--- src/rtl/base_decode_pipe_if.sv ---
// base_decode_pipe_if: valid/ready input beat and decoded output beat of base_decode_pipe.
interface base_decode_pipe_if #(
    parameter int enc_width = 1,
    parameter int dec_width = 2 ** enc_width
);
    logic i_v, i_r, i_en, o_v, o_r, o_err, o_err_sticky;
    logic [0:enc_width-1] i_d;
    logic [0:dec_width-1] o_d;
    modport master (output i_v, i_en, i_d, o_r, input i_r, o_v, o_d, o_err, o_err_sticky);
    modport slave (input i_v, i_en, i_d, o_r, output i_r, o_v, o_d, o_err, o_err_sticky);
endinterface

--- src/rtl/base_decode_pipe.sv ---
// base_decode_pipe: registered one-hot/thermometer decoder with a 2-entry skid buffer
// so that input ready comes straight from a flop.
module base_decode_pipe #(
    parameter int enc_width = 1,
    parameter int dec_width = 2 ** enc_width,
    parameter int mode = 0
) (
    input logic clk,
    input logic reset,
    base_decode_pipe_if.slave bus
);
    if (dec_width < 1 || dec_width > 2 ** enc_width) begin : g_bad_cfg
        $error("base_decode_pipe: dec_width must lie in 1..2**enc_width");
    end
    logic [31:0] du;
    logic [0:dec_width-1] dec, skid_d;
    logic err, skid_err, skid_v, acc, load_out, skid_v_n;
    always_comb begin
        du = 32'(bus.i_d);
        err = bus.i_en && du >= 32'(dec_width);
        dec = '0;
        for (int j = 0; j < dec_width; j++)
            dec[j] = bus.i_en && (mode != 0 ? 32'(j) <= du : 32'(j) == du);
    end
    assign acc = bus.i_v && bus.i_r;
    // The output register may take new data whenever it is empty or being drained.
    assign load_out = !bus.o_v || bus.o_r;
    assign skid_v_n = bus.o_v && !bus.o_r && (skid_v || acc);
    always_ff @(posedge clk or posedge reset)
        if (reset) begin
            bus.o_v <= 1'b0;
            bus.o_d <= '0;
            bus.o_err <= 1'b0;
            bus.o_err_sticky <= 1'b0;
            bus.i_r <= 1'b0;
            skid_v <= 1'b0;
            skid_d <= '0;
            skid_err <= 1'b0;
        end else begin
            bus.i_r <= !skid_v_n;
            skid_v <= skid_v_n;
            if (acc && err) bus.o_err_sticky <= 1'b1;
            if (load_out) begin
                bus.o_v <= skid_v || acc;
                if (skid_v) begin
                    bus.o_d <= skid_d;
                    bus.o_err <= skid_err;
                end else if (acc) begin
                    bus.o_d <= dec;
                    bus.o_err <= err;
                end
            end else if (acc) begin
                skid_d <= dec;
                skid_err <= err;
            end
        end
endmodule

--- src/flat_wrapper.sv ---
// flat-port wrapper written by rule: the top's interface ports become plain ports
module base_decode_pipe_flat 
#(
    parameter int enc_width = 1,
    parameter int dec_width = 2 ** enc_width,
    parameter int mode = 0
)
  (clk, reset, bus_i_v, bus_i_en, bus_i_d, bus_o_r, bus_i_r, bus_o_v, bus_o_d, bus_o_err, bus_o_err_sticky);
  base_decode_pipe_if #(.enc_width(enc_width), .dec_width(dec_width)) bus_i ();
  input logic clk;
  input logic reset;
  input wire logic [$bits(bus_i.i_v)-1:0] bus_i_v;
  input wire logic [$bits(bus_i.i_en)-1:0] bus_i_en;
  input wire logic [$bits(bus_i.i_d)-1:0] bus_i_d;
  input wire logic [$bits(bus_i.o_r)-1:0] bus_o_r;
  output wire logic [$bits(bus_i.i_r)-1:0] bus_i_r;
  output wire logic [$bits(bus_i.o_v)-1:0] bus_o_v;
  output wire logic [$bits(bus_i.o_d)-1:0] bus_o_d;
  output wire logic [$bits(bus_i.o_err)-1:0] bus_o_err;
  output wire logic [$bits(bus_i.o_err_sticky)-1:0] bus_o_err_sticky;
  assign bus_i.i_v = bus_i_v;
  assign bus_i.i_en = bus_i_en;
  assign bus_i.i_d = bus_i_d;
  assign bus_i.o_r = bus_o_r;
  assign bus_i_r = bus_i.i_r;
  assign bus_o_v = bus_i.o_v;
  assign bus_o_d = bus_i.o_d;
  assign bus_o_err = bus_i.o_err;
  assign bus_o_err_sticky = bus_i.o_err_sticky;
  base_decode_pipe #(.enc_width(enc_width), .dec_width(dec_width), .mode(mode)) u_core (.clk(clk), .reset(reset), .bus(bus_i));
endmodule
--- config.mk ---
export PLATFORM = sky130hd
export DESIGN_NAME = base_decode_pipe_flat
export DESIGN_NICKNAME = d
export VERILOG_FILES = /design/src/rtl/base_decode_pipe_if.sv /design/src/rtl/base_decode_pipe.sv /design/src/flat_wrapper.sv
export SDC_FILE = /design/constraint.sdc
export NUM_CORES = 1
export LEC_CHECK = 0
export ABC_AREA = 1
export BUFFER_PORTS_ARGS = -buffer_cell sky130_fd_sc_hd__buf_2
export CAP_MARGIN = 40
export CELL_PAD_IN_SITES_DETAIL_PLACEMENT = 0
export CELL_PAD_IN_SITES_GLOBAL_PLACEMENT = 2
export CORE_MARGIN = 2
export CORE_UTILIZATION = 24
export CTS_BUF_LIST = sky130_fd_sc_hd__clkbuf_16
export DETAILED_ROUTE_END_ITERATION = 10
export PLACE_DENSITY_LB_ADDON = 0.05
export SETUP_SLACK_MARGIN = 0.02
export SYNTH_ARGS = -nofsm -noshare
export SYNTH_HDL_FRONTEND = slang
export SYNTH_SLANG_ARGS = --single-unit
--- constraint.sdc ---
create_clock -name clk -period 1.1 [get_ports clk]
set_input_delay 0.22 -clock clk [delete_from_list [all_inputs] [get_ports clk]]
set_output_delay 0.22 -clock clk [all_outputs]
set_load 0.02 [all_outputs]
==> impl_metrics.tcl <==
set metrics [dict create \
    grt_pass1_wl_um 1140 \
    grt_max_degree 8 \
    start_kind "register" \
    clock.fmax_ghz 0.984 \
    via_per_inst 3.94 \
    dp_hpwl_um 531 \
    multiInputGateArea_um2 126 \
    ys_ff_latch 7 \
    fin_tns_setup_ns 0 \
    power_leakage_uw 0.000277 \
    postCtsSetupBuffers 0 \
    clk_latency_ns 0.23 \
    cp-end-kind "output port" \
    area_growth_pct 41.7 \
    wirelength_um 639 \
    p_total_uw 1120 \
    max-cap-violations 0 \
    grtUsageTotal_pct 8.78 \
    synth_top_family_by_area "simple AND/OR/NAND/NOR gates" \
    timing.rr.end "u_core.skid_d[1]$_DFFE_PP0P_" \
    start_util_pct 25.7 \
    rrSetupSlack_ns 0.23 \
    firstDrtPassIters 3 \
    rows 13 \
    yosys_warnings 0 \
    gp_congestion 0.687 \
    drive_above_1_share_pct 30.9 \
    die_area_um2 1730 \
    final-max-slew-violation-count 0 \
    num_io_pins 12 \
    synthAdderAreaFrac_pct 0 \
    avgSynthCellArea_um2 8.07 \
    min_period_over_period_pct 92.4 \
    timing.critical_path.buf_inv 1 \
    finalSetupViolations 0 \
    crit_family "flip-flops" \
    reg2reg_from "u_core.bus.o_v$_DFFE_PP0P_" \
    portBuffers 9 \
    synth_cell_types 13 \
    critical_path_class "register to output port" \
    hold_buffers 1 \
    hp-class "input port to register" \
    fillers 148 \
    die_height_um 41.6 \
    core-area_um2 1320 \
    synth.area.mux_share_pct 0 \
    critPathSlowestCell "dfrtp_1" \
    run_status "complete, no violations" \
    path_max_fanout 4 \
    cts_buffers 3 \
    htreeDepth 1 \
    worstRegToRegCells 3 \
    ff_latch_area_um2 175 \
    pwr_density_cell_nw_per_um2 2330 \
    critical_path.max_stage_delay_ns 0.40 \
    netlist_instances 42 \
    die_w_um 41.6 \
    drt_iter0_drc 6 \
    fin_worst_skew_ns 0.00167 \
    antenna_found_initial 0 \
    min-delay-start "bus_o_r" \
    dpl_worst_slack_ns 0.202 \
    path_clk_slew_ns 0.04 \
    required_ns 0.88 \
    syn_area_um2 339 \
    ys_seq_area_share_pct 51.7 \
    whs_path_depth 3 \
    holdPathEnd "u_core.bus.i_r$_DFF_PP0_" \
    cts_resized 0 \
    cts_root_buf "clkbuf_16" \
    synthSimpleGateAreaFrac_pct 30.6 \
    synth-xor-area-share_pct 0 \
    antenna-diode-count 0 \
    avgRoutedWirePerCell_um 9.13 \
    rsz0062_at_grt "no" \
    cp.arrival_ns 0.80 \
    nets 62 \
    fin_ws_ns 0.0839 \
    cts.sinks 7 \
    ant_nets 0 \
    remaining_drc_errors 0 \
    cts_tree "yes" \
    final.min_clock_period_ns 1.02 \
    cts_buffer_depth 2 \
    grt_pass1_vias 287 \
    vias 276 \
    cp_cell_sequence "buf_2" \
    grt-ovfl-total 0 \
    ir_drop_v 0.000816 \
    hold_viol 0 \
    synth_compound_area_share_pct 4.43 \
]
-- flip-flops by register name, indices dropped and copies added (netlist names) --
register and count:
u_core.bus.o_v 1, u_core.skid_v 1, u_core.skid_d 2, u_core.bus.o_d 2, u_core.bus.i_r 1
-- metrics by stage --
step	util, %	cell area (um2)	instances	hold slack, ns
finish	36.5	480	70	0.237
global route	36.5	480	70	0.253
CTS	36.5	480	70	0.238
detailed placement	29.7	392	65	0.175
global placement	29.7	392	65	0.162
floorplan	-	343	43	0.0234
-- where the power goes --
part	switching, uW	total [uW]	internal [uW]	leakage, uW
registers	30.1	338	308	0.0000869
clock network	126	598	472	0.0000423
logic	120	185	64.9	0.000147
total	276	1120	844	0.000277
-- layer usage --
layer	track usage (%)	vias up	share of wire, %
li1	-	146	-
met1	10.0	123	45
met2	13.8	7	49
met3	4.35	0	6.1
met4	3.87	0	0
met5	0	-	0
-- layout by cell type, fill, tap and decap left out, types with 2 or more instances in the layout --
cell	synthesis	layout
nand2_1	16	16
buf_2	0	9
dfrtp_1	7	7
inv_1	5	6
clkbuf_16	0	3
inv_2	2	2
nand2_4	2	2
o21ai_1	2	2
conb_1	1	2
-- how the worst max path moves through the flow --
stage / startpoint / to / slack, ns / cells after the start
after detailed placement: u_core.bus.o_v$_DFFE_PP0P_ / u_core.skid_d[1]$_DFFE_PP0P_ / 0.20 / 3
after global placement: u_core.bus.o_v$_DFFE_PP0P_ / u_core.skid_d[1]$_DFFE_PP0P_ / 0.23 / 3
after CTS: u_core.bus.o_v$_DFFE_PP0P_ / bus_o_v / 0.07 / 1
final: u_core.bus.o_v$_DFFE_PP0P_ / bus_o_v / 0.08 / 1
after global routing: u_core.bus.o_v$_DFFE_PP0P_ / bus_o_v / 0.03 / 1
after floorplan: u_core.bus.o_v$_DFFE_PP0P_ / u_core.skid_d[0]$_DFFE_PP0P_ / 0.18 / 3
-- logic make-up (layout without fill, tap and decap cells) --
logic type	Yosys count	in the layout
AND/OR/NAND/NOR	22	22
flip-flops	7	7
other	1	2
AO/OA/AOI/OAI	3	3
buffers and inverters	9	21
-- cell usage after synthesis, drive strengths merged --
cell,count,share of area [%]
nand4,1,1.8
nand2,19,26
o21ai,3,4.4
nand3,1,1.5
nor2,1,1.1
inv,7,7.8
dfrtp,7,52
conb,1,1.1
buf,2,4.4
-- final cells by class --
class	instances	share of cell area, %
Sequential cell	7	36.5
Multi-Input combinational cell	27	26.3
Clock buffer	3	15.6
Timing Repair Buffer	10	11.5
Inverter	7	5.47
Tap cell	15	3.91
Clock inverter	1	0.781
(Power assumes the default switching activity.)
